--- src/rtl/fetch_stage.sv ---
// Fetch stage with F/D pipeline buffer: PC register and next-PC selection,
// return-address assembly from stack pops, and the pending-interrupt latch.
module fetch_stage #(
  parameter logic [31:0] RESET_PC   = 32'h0000_0000,
  parameter logic [31:0] INT_VECTOR = 32'h0000_0002,
  parameter logic [15:0] NOP_WORD   = 16'h0000
) (
  input  logic        clk,
  input  logic        rst,
  input  logic        pc_enable,
  input  logic        f_d_buffer_enable,
  input  logic        flush,
  input  logic [1:0]  jump_sel,
  input  logic [31:0] jump_target,
  input  logic        branch_taken,
  input  logic [31:0] branch_target,
  input  logic        pop_valid,
  input  logic        pop_high,
  input  logic [15:0] pop_data,
  input  logic        interrupt,
  input  logic        int_ack,
  output logic [31:0] imem_addr,
  input  logic [15:0] imem_data,
  output logic [31:0] pc,
  output logic [15:0] instr_fd,
  output logic [31:0] pc_fd,
  output logic        interrupt_fd
);

  localparam int unsigned XLEN = 32;
  localparam int unsigned HLEN = 16;

  logic [XLEN-1:0] ret_pc;
  logic [XLEN-1:0] pc_inc;
  logic [XLEN-1:0] pc_next;

  assign imem_addr = pc;
  assign pc_inc    = pc + XLEN'(1);

  // Next-PC select; a taken branch belongs to an older instruction and overrides stalls
  always_comb begin
    pc_next = pc;
    if (branch_taken) begin
      pc_next = branch_target;
    end else if (pc_enable) begin
      unique case (jump_sel)
        2'b00:   pc_next = pc_inc;
        2'b01:   pc_next = jump_target;
        2'b10:   pc_next = INT_VECTOR;
        default: pc_next = ret_pc;
      endcase
    end
  end

  always_ff @(posedge clk or posedge rst) begin
    if (rst) begin
      pc <= RESET_PC;
    end else begin
      pc <= pc_next;
    end
  end

  // Return address built from two 16-bit pops; a same-edge RET load sees the old value
  always_ff @(posedge clk or posedge rst) begin
    if (rst) begin
      ret_pc <= '0;
    end else if (pop_valid) begin
      if (pop_high) begin
        ret_pc[XLEN-1:HLEN] <= pop_data;
      end else begin
        ret_pc[HLEN-1:0] <= pop_data;
      end
    end
  end

  always_ff @(posedge clk or posedge rst) begin
    if (rst) begin
      instr_fd <= NOP_WORD;
      pc_fd    <= '0;
    end else if (branch_taken || flush) begin
      instr_fd <= NOP_WORD;
      pc_fd    <= '0;
    end else if (f_d_buffer_enable) begin
      instr_fd <= imem_data;
      pc_fd    <= pc_inc;
    end
  end

  // A new request wins over a same-edge acknowledge so it is never dropped
  always_ff @(posedge clk or posedge rst) begin
    if (rst) begin
      interrupt_fd <= 1'b0;
    end else if (interrupt) begin
      interrupt_fd <= 1'b1;
    end else if (int_ack) begin
      interrupt_fd <= 1'b0;
    end
  end

endmodule
--- config.mk ---
export PLATFORM = sky130hd
export DESIGN_NAME = fetch_stage
export DESIGN_NICKNAME = d
export VERILOG_FILES = /design/src/rtl/fetch_stage.sv
export SDC_FILE = /design/constraint.sdc
export NUM_CORES = 1
export LEC_CHECK = 0
export ABC_AREA = 1
export ABC_CLOCK_PERIOD_IN_PS = 4250
export BUFFER_PORTS_ARGS = -buffer_cell sky130_fd_sc_hd__buf_2
export CORE_UTILIZATION = 50
export CTS_CLUSTER_DIAMETER = 60
export DETAILED_ROUTE_END_ITERATION = 8
export HOLD_SLACK_MARGIN = 0.02
export PLACE_DENSITY = 0.91
export REMOVE_ABC_BUFFERS = 1
export SYNTH_ARGS = -nofsm -noshare
export SYNTH_HDL_FRONTEND = slang
export SYNTH_SLANG_ARGS = --single-unit
--- constraint.sdc ---
create_clock -name clk -period 4.25 [get_ports clk]
set_input_delay 0.425 -clock clk [delete_from_list [all_inputs] [get_ports clk]]
set_output_delay 0.425 -clock clk [all_outputs]
set_load 0.005 [all_outputs]
* Yosys cells after proc, flatten, opt, wreduce, memory -nomap -nowiden
Index checks and enable logic that the tools add are counted.
** Word-level totals
- Bits of input ports :: 108
- Output and inout bits :: 113
- Logic and storage cells :: 26
- Flip-flop bits (word level) :: 113
** Operators by class
- Reduce and logical (&&, ||, !) cells :: 7
- $add $sub $neg :: 1
- Multiplexer cells :: 9
- Eq/ne operators :: 2
- Bitwise gates (word level) :: 1
** Operators by type and width (number)
- $mux W32 :: 4
- $pmux W32 S3 :: 1
- $add A32 B1 Y32 const B :: 1
- $mux W16 :: 2
- $reduce_bool A2 Y1 :: 3
- $reduce_and A2 Y1 :: 2
- $eq A2 B1 Y1 const B :: 1
- $eq A2 B2 Y1 const B :: 1
- $logic_not A2 Y1 :: 1
- $mux W1 :: 2
- $logic_or A1 B1 Y1 :: 1
- $not A1 Y1 :: 1

* Longest topological paths before layout
Gate-level depths: netlist (run 1).
- Word-level depth :: 4
- Mapped depth :: 12
- Gate-level depth less buffers :: 12

* Worst setup path before layout (run 1)
OpenSTA, ideal clock, no wires.
- Path kind :: register to register
- From :: register pc[1] (netlist: imem_addr[1])
- To :: register pc[26] (netlist: imem_addr[26])
- Library setup time :: 117 ps
- Slack :: 2723 ps
- Clock period less this slack :: 1527 ps
- Stages on the path, launching flop included :: 13
- Data required time :: 4133 ps
- Data arrival time :: 1411 ps
- Buffers on the path :: 0
- Path through :: dfrtp_1 > ha_1 > nand2_1 > nor2_2 > nand2_2 > nor2_2 > nand2_1 > nand2_1 > nand2_1 > nand2_1 > nand2_1 > nand2_1 > nand2_1
** Between the ends
- Cells in the longest elaborated chain, start to end :: 4
** RTL lines
- start, declared :: line 24 : output logic [31:0] pc,
- start signal, assigned :: line 59 : pc <= pc_next;
- $add A32 B1 Y32 :: line 38 : assign pc_inc = pc + XLEN'(1);
- $pmux W32 S3 :: line 46 : unique case (jump_sel)
- $mux W32 :: line 45 : end else if (pc_enable) begin
- $mux W32 :: line 43 : if (branch_taken) begin
Every way passes these cells. The select of a mux whose other input is x is not followed.
A chain may end at the register's enable or synchronous reset.

* Final worst setup path (run 1)
- From :: input branch_taken
- To :: register instr_fd[3]
** Between the ends
- Cells in the longest elaborated chain, start to end :: 2
- Elaborated cells between the ends (all ways) :: 3
- Those cells by class :: mux (1); reduce/logical (2)
** RTL lines
- start, declared :: line 15 : input logic branch_taken,
- $logic_or A1 B1 Y1 (*) :: line 80 : end else if (branch_taken || flush) begin
- $mux W16 / $reduce_bool A2 Y1 (equally long branches)
- end signal, assigned :: line 84 : instr_fd <= imem_data;
- end, declared :: line 25 : output logic [15:0] instr_fd,
Every way passes the cells marked *; elsewhere a longest branch is shown, timed or not.

==> metrics.md, run 1 <==
| Metric | Value |
|---|---|
| Final Util | `64.3%` |
| Yosys Warn Count | `0` |
| Synth cell types | `34` |
| Layout cells sized above 1 | `between 20% and 30%` |
| WP buf/inv | `3` |
| Worst vdd ir | `261 µV` |
| Run status | `finished clean` |
| CP Launch Type | `input pin` |
| Seq. cell area | `2830 µm²` |
| Routed WL | `18.5 mm` |
| Final Hold Viols | `0` |
| FFs w/ async S/R, synth | `100%` |
| Synth-to-Final Area Change | `25.4%` |
| Max-Cap Viols | `0` |
| Nets | `1085` |
| Filler instances | `about 1000` |
| Antenna Violating Nets Remaining | `0` |
| DRC marker count from the first detailed-route iteration | `515` |
| # port buffers | `220` |
| Drt drc | `0` |
| WP data required | `approximately 4.6 ns` |
| Synth area leader | `dfrtp_1` |
| GRT Overall Usage | `30.1%` |
| DR pass1 iterations | `5` |
| Mapped Cells | `794` |
| Vias per cell | `5.41` |
| Critical path depth | `5` |
| Top delay family on crit path | `buffers and inverters` |
| CP Capture Type | `flip-flop` |
| CP peak stage delay | `0.81 ns` |
| Final setup vio count | `0` |
| Die width | `113 µm` |
| Post-CTS Hold Buffers | `0` |
| Largest family of logic cells by synthesized area | `simple AND/OR/NAND/NOR gates` |
| Starting Density | `51.3%` |
| Die area | `12700 µm²` |
| R2R depth | `10` |
| Slowest-stage cell, CP | `nor3_2` |
| # IOs | `221` |
| Remaining global-route overflow | `0` |
| Hold Crit Class | `in2reg` |
| Pin count of the biggest net entering global routing | `86` |
| Reg clk slew, reported paths | `0.05 ns` |
| Die height | `113 µm` |
| Postcts setup bufs | `0` |
| Core Region | `12000 µm²` |
| Synth Area in XOR/XNOR | `2.26%` |
| Synth Area in Adders | `0.204%` |
| CP Max Fanout | `32` |
| CTS tree | `built` |
| Fmax | `~500 MHz` |
| Worst path cell trace | `buf_2 > nor3_2 > buf_4 > buf_4 > a22o_1` |
| Deepest clock path buffer count | `2` |
| Initial antenna violation count | `0` |
| PwrDens | `408 nW/µm²` |
| CTS root buf | `clkbuf_16` |
| Num rows | `40` |
| RSZ-0062 raised after global routing | `false` |
| Total CTS buffers | `17` |
| Top_reg_cell synth | `dfrtp_1` |
| Worst slew pin tran | `1.03 ns` |
| P_leak | `4.18 nW` |
| Rel. slew slack | `31.2%` |
| FF+latch count, synth | `between 100 and 150` |
| CP dominant cell by count | `buf_4` |
| Synth Area in Compound Gates | `13.5%` |
| Fin crit period | `1.98 ns` |
| Syn_area_per_cell | `slightly below 8 µm²` |
| Post-synth top cells | `nand2_1, dfrtp_1, nor2_1` |
| DR vias | `6152` |
| Multi-input logic area | `~2800 µm²` |
| Final period utilization | `a little under half` |
| Latest clock arrival within the worst-skew pair | `0.41 ns` |
| H-Tree Depth | `4` |
| Arrival @ worst endpoint | `~2.3 ns` |
| Post-synthesis sequential area ratio | `46.1%` |
| Clock skew | `0.00757 ns` |
| Post-synthesis simple-gate area fraction | `28.8%` |
| Hold path depth | `2` |
| Worst Setup Path Type | `in2reg` |
| HPWL Detailed | `13.5 mm` |
| Post-CTS sizing | `0` |
| Final Max Slew Viols | `0` |
| GP Congestion | `0.958` |
| Mapped cell area | `a little over 6000 µm²` |
| Final setup TNS | `0 ns` |
| Clock sink total | `113` |
| Multiplexer area fraction after synthesis | `0%` |
| Post-synth EDFFs | `0` |
| Count leader, synth | `nand2_1` |
| Vias in the first global route | `5581` |
| Global-route wire length before repair | `between 20 and 30 mm` |
| Drt wl/cell | `16.2 µm` |
| Top post-synthesis cells by area | `dfrtp_1, nand2_1, nor2_1, a22o_1, buf_4` |
| Top-area cell type share of the netlist area | `46.1%` |
-- metrics by stage --
step	instances	power (mW)	hold WS [ns]	setup slack (ns)	instance area, µm²
floorplan	731	1.51	0.453	0.838	5760
global placement	1104	1.75	0.460	1.87	7110
detailed placement	1104	1.76	0.460	1.86	7110
CTS	1136	3.14	0.178	2.28	7680
global route	1136	3.27	0.190	2.13	7680
finish	1138	3.14	0.187	2.27	7690
-- cell type report --
class	instances	share of cell area, %
inverter	50	2.47
sequential	113	36.8
multi-input combinational	568	35.9
clock buffer	22	6.04
timing repair buffer	226	14.9
tap	147	2.39
antenna	2	0.0651
clock inverter	10	1.43
-- placed cells by master (no fill, tap or decap), types with 2 or more instances in the layout --
cell,instances
nand2_1,303
buf_2,220
dfrtp_1,113
nor2_1,85
inv_1,46
o21ai_0,45
a22o_1,32
nand3_1,21
a221oi_1,18
clkbuf_16,17
xor2_1,11
a22oi_1,8
nor2_4,7
nor2_2,6
buf_4,6
nand3b_1,5
nand2_2,4
clkinvlp_4,4
clkinv_2,4
o211ai_1,3
xnor2_1,3
clkbuf_1,3
diode_2,2
nand2_4,2
inv_2,2
a21oi_1,2
o22ai_1,2
a41oi_1,2
o221a_2,2
clkbuf_8,2
bufinv_16,2
-- worst reg2reg max path, delay by kind of cell (launching register included) --
family | cells | cell delay, ns
adders and majority gates | 1 | 0.25
DFF | 1 | 0.49
xor gates and xnor gates | 1 | 0.34
and+or+nand+nor | 8 | 0.80
-- where the power goes --
part           leakage, nW  switching, mW  internal, mW
logic                 2.46          0.279         0.195
clock network        0.272          0.493         0.888
registers             1.45          0.114          1.17
-- metal layers --
layer | wire, µm | GRT usage (%)
met5 | 0 | 0
met4 | 575 | 12.4
met3 | 1390 | 6.21
met2 | 8300 | 45.0
met1 | 8190 | 42.8
-- path summary, 6_finish.rpt --
| check | from | end | slack (ns) |
|---|---|---|---|
| setup reg to reg | imem_addr[0] | imem_addr[14] | 2.31 |
| max in group asynchronous | rst | ret_pc[5] | 3.03 |
| hold / removal | int_ack | interrupt_fd | 0.19 |
| setup / recovery | branch_taken | instr_fd[3] | 2.27 |
| hold reg to reg | pc_fd[19] | pc_fd[19] | 0.48 |
| min in group asynchronous | rst | pc_fd[0] | 0.26 |
-- kinds of logic (layout without fill, tap and decap cells) --
kind of cell	count (synthesis)	count (layout)
adders and majority gates	1	1
buffers and inverters	113	308
xor gates and xnor gates	15	15
other	0	2
and+or+nand+nor	435	435
DFF	113	113
AOI/OAI and AO/OA	117	117
-- flip-flops by register name (all words and copies together) (netlist names) --
name          count
pc_fd            32
ret_pc           32
imem_addr        32
interrupt_fd      1
instr_fd         16
Power figures use the tool's default switching activity.
==> inputs of run 2 (changes only) <==
--- a/config.mk
+++ b/config.mk
@@ -6,7 +6,7 @@
 export NUM_CORES = 1
 export LEC_CHECK = 0
 export ABC_AREA = 1
-export ABC_CLOCK_PERIOD_IN_PS = 4250
+export ABC_CLOCK_PERIOD_IN_PS = 2000
 export BUFFER_PORTS_ARGS = -buffer_cell sky130_fd_sc_hd__buf_2
 export CORE_UTILIZATION = 50
 export CTS_CLUSTER_DIAMETER = 60
==> constraint.sdc (replaced) <==
create_clock -name clk -period 2 [get_ports clk]
set_input_delay 0.2 -clock clk [delete_from_list [all_inputs] [get_ports clk]]
set_output_delay 0.2 -clock clk [all_outputs]
set_load 0.005 [all_outputs]
==> metrics.md, run 2 (synthesis gave the netlist of run 1 again) <==
| Metric | Value |
|---|---|
| Clock sink total | `113` |
| Seq pwr share | `37.8%` |
| Int Power | `about 5.3 mW` |
| DR vias | `between 6000 and 7000` |
| Vias in the first global route | `6140` |
| Synth-to-Final Area Change | `31.3%` |
| Die width | `113 µm` |
| Drt drc | `0` |
| RSZ-0062 raised after global routing | `false` |
| Fmax | `539 MHz` |
| Global-route wire length before repair | `30.6 mm` |
| H-Tree Depth | `4` |
| Final Hold Viols | `0` |
| Most common cell after layout, fill and taps aside | `nand2_1` |
| PwrDens | `approximately 900 nW/µm²` |
| Max-Cap Viols | `0` |
| Post-route setup slack | `0.144 ns` |
| HPWL Detailed | `13.8 mm` |
| Fin crit period | `between 1.5 and 2 ns` |
| Latest clock arrival within the worst-skew pair | `between 0.4 and 0.5 ns` |
| Routed WL | `approximately 20 mm` |
| WP data required | `around 2.4 ns` |
| Fin Hold WS | `0.0254 ns` |
| CP Max Fanout | `7` |
| Antenna Violating Nets Remaining | `0` |
| Final period utilization | `between 90% and 100%` |
| Drt wl/cell | `approximately 17 µm` |
| GRT Overall Usage | `31.6%` |
| Nets | `about 1100` |
| Vias per cell | `roughly 5.5` |
| Initial antenna violation count | `0` |
| Most frequent cells in the layout | `nand2_1, buf_2, dfrtp_1, nor2_1, inv_1` |
| # port buffers | `220` |
| Power Total | `slightly above 7 mW` |
| Deepest clock path buffer count | `2` |
| Die area | `12700 µm²` |
| Flop2flop setup slack | `0.14 ns` |
| Remaining global-route overflow | `0` |
| CP Capture Type | `flip-flop` |
| CP Launch Type | `flip-flop` |
| Num rows | `40` |
| CTS root buf | `clkbuf_16` |
| GP Congestion | `0.913` |
| Layout cells sized above 1 | `28.8%` |
| Arrival @ worst endpoint | `2.21 ns` |
| Final Max Slew Viols | `0` |
| Final Util | `67.3%` |
| Die height | `113 µm` |
| Total CTS buffers | `17` |
| Rel. slew slack | `58.0%` |
| CTS tree | `built` |
| Starting Density | `51.3%` |
| Post-place setup slack | `0.142 ns` |
| Run status | `finished clean` |
| Switching portion of total power | `between 20% and 30%` |
| DRC marker count from the first detailed-route iteration | `~630` |
| Clk network pwr share | `47.3%` |
| Worst vdd ir | `500 µV` |
| Worst slew pin tran | `approximately 0.63 ns` |
| Reg clk slew, reported paths | `~0.050 ns` |
| # IOs | `221` |
| P_leak | `4.35 nW` |
| Pin count of the biggest net entering global routing | `90` |
| Final setup vio count | `0` |
| Combinational share of power | `15.0%` |
| Clock skew | `slightly below 0.008 ns` |
| Ant. Diodes | `0` |
| Core Region | `12000 µm²` |
| DR pass1 iterations | `6` |
| Worst Setup Path Type | `reg2reg` |
| Psw | `1.91 mW` |
| Hold Crit Class | `in2reg` |
==> run 2: cell count changes in the layout (fill, tap and decap cells not counted), sizes merged <==
cell / delta
buf: +8
bufinv: +3
clkbuf: +1
clkinv: -1
clkinvlp: -3
diode: -2
dlygate4sd3: +17
==> run 2: area by class of cell <==
| class | instances | area [µm²] |
|---|---|---|
| inverter | 50 | 190 |
| clock buffer | 23 | 488 |
| timing repair buffer | 251 | 1410 |
| clock inverter | 9 | 176 |
| multi-input combinational | 568 | 2770 |
| sequential | 113 | 2830 |
| tap | 147 | 184 |
| fill | 975 | 3910 |
==> run 2: per-layer routing <==
metal,global-route usage (%),vias up,routed length [µm]
met4,16.1,0,718
li1,-,2954,-
met3,7.77,69,1830
met1,41.8,2937,8250
met5,0,-,0
met2,48.4,371,8760
==> run 2: what timing repair did <==
item	in CTS	in global routing
hold endpoints to repair	128	0
buffers inserted	0	0
gates resized for setup	0	3
endpoints found under the setup margin	0	3
hold buffers	17	0
==> run 2: critical path, cell delays in order, from the launching register on <==
cell     delay, ns
dfrtp_1       0.44
ha_2          0.25
nand2_1       0.07
nor2_2        0.15
nand2_2       0.16
nor2_4        0.17
xor2_1        0.27
nand2_1       0.10
nand2_1       0.07
nand2_1       0.06
nand2_1       0.06
==> run 2: path summary, 6_finish.rpt <==
| path | cells past startpoint | start | to |
|---|---|---|---|
| worst max register to register | 10 | imem_addr[0] | imem_addr[12] |
| min in group asynchronous | 4 | rst | imem_addr[18] |
| worst max-delay path | 10 | imem_addr[0] | imem_addr[12] |
| worst min-delay path | 2 | imem_data[9] | instr_fd[9] |
| max in group asynchronous | 4 | rst | pc_fd[7] |
| worst min register to register | 2 | pc_fd[25] | pc_fd[25] |
==> run 2: power by group through the flow <==
| stage | Clock, mW | Combinational [mW] | Sequential, mW |
|---|---|---|---|
| CTS | 3.41 | 1.06 | 2.70 |
| global placement | 0 | 1.01 | 2.73 |
| detailed placement | 0 | 1.03 | 2.74 |
| finish | 3.39 | 1.08 | 2.71 |
| global route | 3.53 | 1.20 | 2.73 |
| floorplan | 0 | 0.504 | 2.70 |
==> run 2: stage by stage <==
stage	instance area, µm²	setup TNS [ns]	instances
2_1_floorplan	5760	-186.96	731
3_3_place_gp	7210	0	1112
3_5_place_dp	7210	0	1112
4_1_cts	8040	0	1161
5_1_grt	8050	0	1161
6_report	8050	0	1161
